`config.mk`:
```
export PLATFORM = sky130hd
export DESIGN_NAME = fir_stream_filter
export DESIGN_NICKNAME = d
export VERILOG_FILES = /design/src/rtl/fir_pkg.sv /design/src/rtl/fir_mac_tree.sv /design/src/rtl/fir_stream_filter.sv
export SDC_FILE = /design/constraint.sdc
export NUM_CORES = 1
export LEC_CHECK = 0
export ABC_CLOCK_PERIOD_IN_PS = 12050
export CORE_MARGIN = 5
export CORE_UTILIZATION = 39
export DETAILED_ROUTE_END_ITERATION = 16
export GPL_ROUTABILITY_DRIVEN = 1
export GPL_TIMING_DRIVEN = 0
export PLACE_DENSITY = 0.61
export SYNTH_ARGS = -nofsm -noshare
export SYNTH_HDL_FRONTEND = slang
export SYNTH_SLANG_ARGS = --single-unit
export TNS_END_PERCENT = 10
```
`constraint.sdc`:
```
create_clock -name clk -period 12.05 [get_ports clk]
set_input_delay 1.205 -clock clk [delete_from_list [all_inputs] [get_ports clk]]
set_output_delay 1.205 -clock clk [all_outputs]
set_load 0.01 [all_outputs]
```
`src/rtl/fir_pkg.sv`:
```
// Shared types and fixed-point helpers for the streaming FIR filter.
package fir_pkg;

  typedef enum logic [1:0] {IDLE, LOAD, RUN} state_e;

  localparam int MAX_WL  = 32;
  localparam int MAX_ACC = 2 * MAX_WL + 6;

  function automatic int clog2(input int n);
    int r;
    r = 0;
    while ((1 << r) < n) r++;
    return r;
  endfunction

  // Adds half an output LSB, then an arithmetic shift, so ties round toward +inf.
  function automatic logic signed [MAX_ACC-1:0] round_shift(input logic signed [MAX_ACC-1:0] acc,
                                                            input int wl);
    logic signed [MAX_ACC-1:0] one;
    logic signed [MAX_ACC-1:0] sum;
    one = 1;
    sum = acc + (one <<< (wl - 2));
    return sum >>> (wl - 1);
  endfunction

  function automatic logic sat_ovf(input logic signed [MAX_ACC-1:0] acc, input int wl);
    logic signed [MAX_ACC-1:0] one;
    logic signed [MAX_ACC-1:0] r;
    one = 1;
    r   = round_shift(acc, wl);
    return (r > (one <<< (wl - 1)) - one) || (r < -(one <<< (wl - 1)));
  endfunction

  function automatic logic [MAX_WL-1:0] sat_round(input logic signed [MAX_ACC-1:0] acc,
                                                  input int wl);
    logic signed [MAX_ACC-1:0] one;
    logic signed [MAX_ACC-1:0] r;
    logic signed [MAX_ACC-1:0] max_v;
    logic signed [MAX_ACC-1:0] min_v;
    one   = 1;
    r     = round_shift(acc, wl);
    max_v = (one <<< (wl - 1)) - one;
    min_v = -(one <<< (wl - 1));
    if (r > max_v) return MAX_WL'(max_v);
    if (r < min_v) return MAX_WL'(min_v);
    return MAX_WL'(r);
  endfunction

endpackage

```
`src/rtl/fir_mac_tree.sv`:
```
// Stage-1 product registers and the combinational adder tree feeding the output stage.
module fir_mac_tree
  import fir_pkg::*;
#(
  parameter int WL   = 8,
  parameter int TAPS = 3,
  parameter int ACCW = 2 * WL + clog2(TAPS)
) (
  input  logic                   clk,
  input  logic                   reset_n,
  input  logic                   adv,
  input  logic                   flush,
  input  logic                   accept,
  input  logic signed [WL-1:0]   h [TAPS],
  input  logic signed [WL-1:0]   x [TAPS],
  output logic                   p_valid,
  output logic signed [ACCW-1:0] acc
);

  logic signed [2*WL-1:0] p_q [TAPS];
  logic signed [2*WL-1:0] p_d [TAPS];
  logic                   p_valid_q;
  logic                   p_valid_d;

  always_comb begin
    p_d       = p_q;
    p_valid_d = p_valid_q;
    if (flush) begin
      p_valid_d = 1'b0;
    end else if (adv) begin
      p_valid_d = accept;
      for (int k = 0; k < TAPS; k++) p_d[k] = (2*WL)'(h[k]) * (2*WL)'(x[k]);
    end
  end

  always_ff @(posedge clk or negedge reset_n) begin
    if (!reset_n) begin
      p_valid_q <= 1'b0;
      for (int k = 0; k < TAPS; k++) p_q[k] <= '0;
    end else begin
      p_valid_q <= p_valid_d;
      p_q       <= p_d;
    end
  end

  always_comb begin
    acc = '0;
    for (int k = 0; k < TAPS; k++) acc = acc + ACCW'(p_q[k]);
  end

  assign p_valid = p_valid_q;

endmodule

```
`src/rtl/fir_stream_filter.sv`:
```
// Streaming direct-form FIR: load FSM, coefficient bank, delay line, handshake and output rounding.
module fir_stream_filter
  import fir_pkg::*;
#(
  parameter int WL   = 8,
  parameter int TAPS = 3
) (
  input  logic          clk,
  input  logic          reset_n,
  input  logic          coef_load,
  input  logic          coef_valid,
  input  logic [WL-1:0] coef_in,
  input  logic          in_valid,
  output logic          in_ready,
  input  logic [WL-1:0] in_data,
  output logic          out_valid,
  input  logic          out_ready,
  output logic [WL-1:0] out_data,
  output logic          out_ovf
);

  localparam int ACCW = 2 * WL + clog2(TAPS);
  localparam int CW   = clog2(TAPS + 1);

  state_e                 state_q, state_d;
  logic [CW-1:0]          count_q, count_d;
  logic signed [WL-1:0]   h_q [TAPS];
  logic signed [WL-1:0]   h_d [TAPS];
  logic signed [WL-1:0]   x_q [TAPS];
  logic signed [WL-1:0]   x_d [TAPS];
  logic                   out_valid_q, out_valid_d;
  logic                   out_ovf_q, out_ovf_d;
  logic [WL-1:0]          out_data_q, out_data_d;
  logic                   adv, accept, flush, p_valid;
  logic signed [ACCW-1:0] acc;

  // A stalled output freezes every stage; entering LOAD from anywhere flushes them.
  assign adv      = !out_valid_q || out_ready;
  assign in_ready = (state_q == RUN) && adv;
  assign accept   = in_valid && in_ready;
  assign flush    = coef_load && (state_q != LOAD);

  always_comb begin
    state_d = state_q;
    case (state_q)
      IDLE:    if (coef_load) state_d = LOAD;
      LOAD:    if (!coef_load) state_d = (count_q == CW'(TAPS)) ? RUN : IDLE;
      RUN:     if (coef_load) state_d = LOAD;
      default: state_d = IDLE;
    endcase
  end

  always_comb begin
    h_d     = h_q;
    count_d = count_q;
    if (flush) begin
      for (int k = 0; k < TAPS; k++) h_d[k] = '0;
      count_d = '0;
    end else if ((state_q == LOAD) && coef_valid && (count_q != CW'(TAPS))) begin
      for (int k = 0; k < TAPS; k++)
        if (count_q == CW'(k)) h_d[k] = $signed(coef_in);
      count_d = count_q + CW'(1);
    end
  end

  // The MAC sees the post-shift window so a sample reaches out_data two edges after accept.
  always_comb begin
    x_d = x_q;
    if (flush) begin
      for (int k = 0; k < TAPS; k++) x_d[k] = '0;
    end else if (accept) begin
      x_d[0] = $signed(in_data);
      for (int k = 1; k < TAPS; k++) x_d[k] = x_q[k-1];
    end
  end

  fir_mac_tree #(
    .WL   (WL),
    .TAPS (TAPS),
    .ACCW (ACCW)
  ) u_mac (
    .clk     (clk),
    .reset_n (reset_n),
    .adv     (adv),
    .flush   (flush),
    .accept  (accept),
    .h       (h_q),
    .x       (x_d),
    .p_valid (p_valid),
    .acc     (acc)
  );

  always_comb begin
    out_valid_d = out_valid_q;
    out_data_d  = out_data_q;
    out_ovf_d   = out_ovf_q;
    if (flush) begin
      out_valid_d = 1'b0;
      out_data_d  = '0;
      out_ovf_d   = 1'b0;
    end else if (adv) begin
      out_valid_d = p_valid;
      out_data_d  = WL'(sat_round(MAX_ACC'(acc), WL));
      out_ovf_d   = sat_ovf(MAX_ACC'(acc), WL);
    end
  end

  always_ff @(posedge clk or negedge reset_n) begin
    if (!reset_n) begin
      state_q     <= IDLE;
      count_q     <= '0;
      out_valid_q <= 1'b0;
      out_data_q  <= '0;
      out_ovf_q   <= 1'b0;
      for (int k = 0; k < TAPS; k++) begin
        h_q[k] <= '0;
        x_q[k] <= '0;
      end
    end else begin
      state_q     <= state_d;
      count_q     <= count_d;
      out_valid_q <= out_valid_d;
      out_data_q  <= out_data_d;
      out_ovf_q   <= out_ovf_d;
      h_q         <= h_d;
      x_q         <= x_d;
    end
  end

  assign out_valid = out_valid_q;
  assign out_data  = out_data_q;
  assign out_ovf   = out_ovf_q;

endmodule

```
# Word level (Yosys, flattened, before mapping)

Cells that the tools add are included.

$add $sub $neg: 4
Multipliers: 3
Magnitude comparators: 2
Equal/unequal tests: 9
Multiplexer cells: 32
Bitwise operators: 1
Reduce and logical (&&, ||, !) cells: 21

Operators by type and width:

| cell                    | number |
|---|---|
| $mux W24                | 4 |
| $mux W8                 | 9 |
| $mul A8 B8 Y16          | 3 |
| $add A18 B8 Y19 const B | 1 |
| $add A17 B16 Y18        | 1 |
| $add A16 B16 Y17        | 1 |
| $mux W1                 | 13 |
| $gt A12 B8 Y1 const B   | 1 |
| $lt A12 B8 Y1 const B   | 1 |
| $mux W2                 | 5 |
| $reduce_and A2 Y1       | 5 |
| $reduce_bool A2 Y1      | 5 |
| $eq A2 B2 Y1 const B    | 3 |
| $logic_and A1 B1 Y1     | 5 |
| $eq A2 B1 Y1 const B    | 2 |
| $logic_not A2 Y1        | 2 |
| $ne A2 B1 Y1 const B    | 2 |
| $ne A2 B2 Y1 const B    | 2 |
| $pmux W2 S2             | 1 |
| $add A2 B1 Y2 const B   | 1 |
| $logic_or A1 B1 Y1      | 2 |
| $reduce_or A2 Y1        | 1 |
| $logic_not A1 Y1        | 1 |
| $not A1 Y1              | 1 |

Bits in registers: 111
Input bits: 22
Output and inout port bits: 11
Logic and storage cells: 87

# Longest topological paths before layout

Word-level depth: 14
Gate-level depth with buffers: 24
Depth with buffers taken out: 22

# Hierarchy

Synthesis repeated with hierarchy kept, for this count alone.

Cells, all modules: 1,444
Area total of the unflattened synthesis: 13,351.6 sq um

By module, submodules not included:

| module            | instances | cells an instance | area an instance (sq um) | seq. area each (sq um) |
|---|---|---|---|---|
| fir_mac_tree      | 1         | 1,135             | 10,527.6                 | 1,226.2 |
| fir_stream_filter | 1         | 309               | 2,824.0                  | 1,551.5 |

# Least setup slack after synthesis

OpenSTA, ideal clock, no wires.

Path type: input to register
Start: input out_ready
End: register u_mac.p_q[44] (netlist name)
Setup time: 0.069 ns
Arrival time: 6.124 ns
Required time: 11.981 ns
Setup slack: 5.857 ns
Stages on the path: 21
Buffers on the path: 2
Cells stage by stage: nor2b_1 nor2_1 and2_1 buf_2 buf_2 mux2i_1 or3_1 fa_1 fa_1 inv_1 fa_1 inv_1 fa_1 inv_1 ha_1 o21ai_1 a21boi_1 o21a_1 o21a_1 or4_1 nand3_1

Longest elaborated chain between the ends: 6
Elaborated cells on any way between the ends: 7
Classes of those cells: 1 x mul; 2 x mux; 4 x reduce/logical

Ends and longest elaborated chain:

| item                 | line                    | text |
|---|---|---|
| from (decl)          | fir_stream_filter.sv:17 | `input logic out_ready,` |
| $logic_or A1 B1 Y1   | fir_stream_filter.sv:38 | `assign adv = !out_valid_q \|\| out_ready;` |
| $logic_and A1 B1 Y1  | fir_stream_filter.sv:39 | `assign in_ready = (state_q == RUN) && adv;` |
| net in_ready         | fir_stream_filter.sv:14 | `output logic in_ready,` |
| $logic_and A1 B1 Y1  | fir_stream_filter.sv:40 | `assign accept = in_valid && in_ready;` |
| $mux W24             | fir_stream_filter.sv:71 | `end else if (accept) begin` |
| $mux W24             | fir_stream_filter.sv:69 | `if (flush) begin` |
| $mul A8 B8 Y16       | fir_mac_tree.sv:32      | `for (int k = 0; k < TAPS; k++) p_d[k] = (2*WL)'(h[k]) * (2*WL)'(x[k]);` |
| to (signal assigned) | fir_mac_tree.sv:42      | `p_q <= p_d;` |
| to (decl)            | fir_mac_tree.sv:20      | `logic signed [2*WL-1:0] p_q [TAPS];` |

The timed path passes the listed nets, and every way through them passes these cells.
A chain may end at the register's enable or synchronous reset.

==> impl_metrics.yaml <==
clock_tree:
  cts_root_buf: "clkbuf_16"
  cts_resized: 0
  cts.path.max_buffers: 2
  clkTransAtPathRegs_ps: 80
  ctsHtreeMaxLevel: 3
  ctsHoldBuffers: 0
  cts_sinks: 111
  cts_tree: "yes"
  cts_setup_buffers: 0
  insertion_delay_ps: 370
  numCtsBuffers: 9
timing:
  finalCritPeriodShare_pct: 62.5
  setup_viol: 0
  slew_headroom_pct: 34.6
  max_freq_ghz: 0.133
  finalSetupTns_ps: 0
  setup_ws_ps: 4520
  slew_viol_final: 0
  tightest_slew_ps: 978
  hold_viol_final: 0
  clock-skew-final_ps: 10.4
  rsz0062_at_grt: "false"
  period_needed_ps: 7530
global_routing:
  grt_pass1_wl_um: 52800
  grt_max_degree: 98
  antenna_found_initial: 0
  grt_pass1_vias: 9906
  grt.total_usage_pct: 17.3
  grt-ovfl-total: 0
floorplan:
  chipWidth_um: 194
  die_h_um: 194
  start_util_pct: 39.4
  rows: 67
  ioPinCount: 33
  core_um2: 33400
  die_area_um2: 37600
worst_setup_path:
  required_ps: 12290
  rr_endpoint: "u_mac.p_q[31]$_DFFE_PN0P_"
  reg2reg_slack_ps: 5390
  endpoint_kind: "register"
  path_max_fanout: 10
  arrival_ps: 7770
  worstRegToRegCells: 18
  critPathLaunchType: "input port"
  crit_type: "input port to register"
  rr_startpoint: "out_valid$_DFFE_PN0P_"
synthesis:
  synth_ff_type: "dfrtp_1"
  synthCells: 1448
  synth_edf_count: 0
  ys_top_cells_by_area: "fa_1 (27%), dfrtp_1 (21%), ha_1 (12%), inv_1 (8.3%), and2_1 (6.0%)"
  syn_area_per_cell_um2: 9.11
  synthTopCellsByCount: "inv_1 (291), nand2_1 (184), fa_1 (180)"
  synth_seq_cells: 111
  yosysSeqAreaShare_pct: 21.1
  synth_most_common_cell: "inv_1"
  ys_types: 64
  synth_area_leader_cell: "fa_1"
  synth_top_area_share_pct: 27.3
  yosys_warnings: 0
  netlist_area_um2: 13200
  synthArstFlopShare_pct: 100
  syn-num-nets: 1772
hold_path:
  holdPathStages: 2
  hp-class: "register to register"
  min-delay-start: "u_mac.p_q[16]$_DFFE_PN0P_"
  min_to: "u_mac.p_q[16]$_DFFE_PN0P_"
power:
  p_leak_nw: 7.26
  p_per_area_nw_per_um2: 59.1
  ir_drop_mv: 0.0669
  power.total_mw: 0.851
place:
  placedInstanceArea_um2: 14100
  portBuffers: 32
  routabilityCongestion: 0.872
  place_hpwl_um: 25900
  pre_cts_ws_ps: 4250
final_layout:
  drive_gt1_share_pct: 3.47
  syn_to_final_growth_pct: 9.17
  fillers: 3294
  diodes: 0
  fin_area_um2: 14400
  nets: 1816
detailed_routing:
  drt_wl_total_um: 31300
  drtPass1Iterations: 5
  vias: 9576
  drc_errors: 0
  drt_iter0_markers: 639
  viasPerCell: 4.92
  drtAntennaViolNets: 0
  wl_per_cell_um: 16.1
run_status:
  status: "complete, no violations"
job:
  cap_violations: 0
area by class of cell:
cell class	instances	area (µm²)	share of cell area, %
Sequential cell	111	2780	19.3
Multi-Input combinational cell	1006	9150	63.5
Inverter	293	1100	7.65
Buffer	38	163	1.13
Tap cell	448	561	3.89
Timing Repair Buffer	33	349	2.42
Clock inverter	7	75.1	0.521
Clock buffer	9	225	1.56
sequential cells by signal, indices dropped and copies added (netlist names):
name           flops
x_q               24
out_data           8
state_q            2
u_mac.p_q         48
count_q            2
h_q               24
out_ovf            1
out_valid          1
u_mac.p_valid      1
logic make-up (layout without fill, tap and decap cells):
family / after synthesis / after routing / share of synthesized area, %
DFF: 111 / 111 / 21.1
xor gates and xnor gates: 45 / 45 / 2.99
muxes: 4 / 4 / 0.313
and+or+nand+nor: 467 / 467 / 17.6
adders and majority gates: 302 / 302 / 38.9
AOI/OAI and AO/OA: 188 / 188 / 9.58
buffers and inverters: 331 / 380 / 9.58
cell usage in the layout (no fill, tap or decap), types with 4 or more instances in the layout:
cell,count
a21oi_1,60
a221o_1,8
clkbuf_1,24
nand2b_1,7
o21ai_0,21
dfrtp_1,111
buf_2,10
nand3_1,41
xor2_1,13
nand2_1,184
ha_1,122
inv_1,291
nor2b_1,6
o31ai_1,10
o21ai_1,25
xnor2_1,32
fa_1,180
and3_1,4
clkbuf_16,9
o21a_1,6
nor3b_1,6
or3_1,16
a211oi_1,4
a21o_1,10
nor2_1,40
or2_2,4
clkdlybuf4s50_1,31
and2_1,126
nor3_1,17
a21oi_2,7
nand3b_1,5
a31oi_1,4
critical path: stages:
cell and delay [ps]:
clkdlybuf4s50_1 440, nor2b_1 360, nor2_1 190, nand2_1 210
clkbuf_1 420, nand2_1 100, a21oi_1 760, nand2_1 180
fa_1 700, fa_1 490, fa_1 510, inv_1 50
fa_1 430, ha_1 460, nand3_1 110, nor3_1 460
o31ai_1 190, xnor2_1 400, o21ai_1 90
report_power, final:
group / total [mW] / switching, mW / internal, mW
logic: 0.122 / 0.0753 / 0.0466
registers: 0.418 / 0.0284 / 0.390
clock network: 0.311 / 0.164 / 0.147
stage by stage:
| stage | hold WS [ps] | utilization (%) | instances |
|---|---|---|---|
| after global routing | 510 | 43.1 | 1945 |
| after global placement | 454 | 42.1 | 1928 |
| final | 477 | 43.1 | 1945 |
| after CTS | 478 | 43.1 | 1945 |
| after detailed placement | 460 | 42.2 | 1929 |
| after floorplan | 443 | - | 1448 |
how the worst max path moves through the flow:
stage | start | slack (ps) | endpoint | cells past startpoint
3_3_place_gp | out_ready | 4290 | u_mac.p_q[47]$_DFFE_PN0P_ | 22
3_5_place_dp | out_ready | 4250 | u_mac.p_q[31]$_DFFE_PN0P_ | 21
2_1_floorplan | out_ready | 5860 | u_mac.p_q[44]$_DFFE_PN0P_ | 21
5_1_grt | out_ready | 4190 | u_mac.p_q[31]$_DFFE_PN0P_ | 19
6_report | out_ready | 4520 | u_mac.p_q[31]$_DFFE_PN0P_ | 19
4_1_cts | out_ready | 4620 | u_mac.p_q[31]$_DFFE_PN0P_ | 21
per-layer routing:
layer / part of all wire (%) / vias up / track usage [%]
li1: - / 4637 / -
met5: 0 / - / 0
met4: 1.8 / 0 / 3.59
met3: 4.2 / 29 / 2.48
met2: 45 / 172 / 27.3
met1: 49 / 4738 / 25.6
Note: power is estimated with default switching activity, not from simulation.
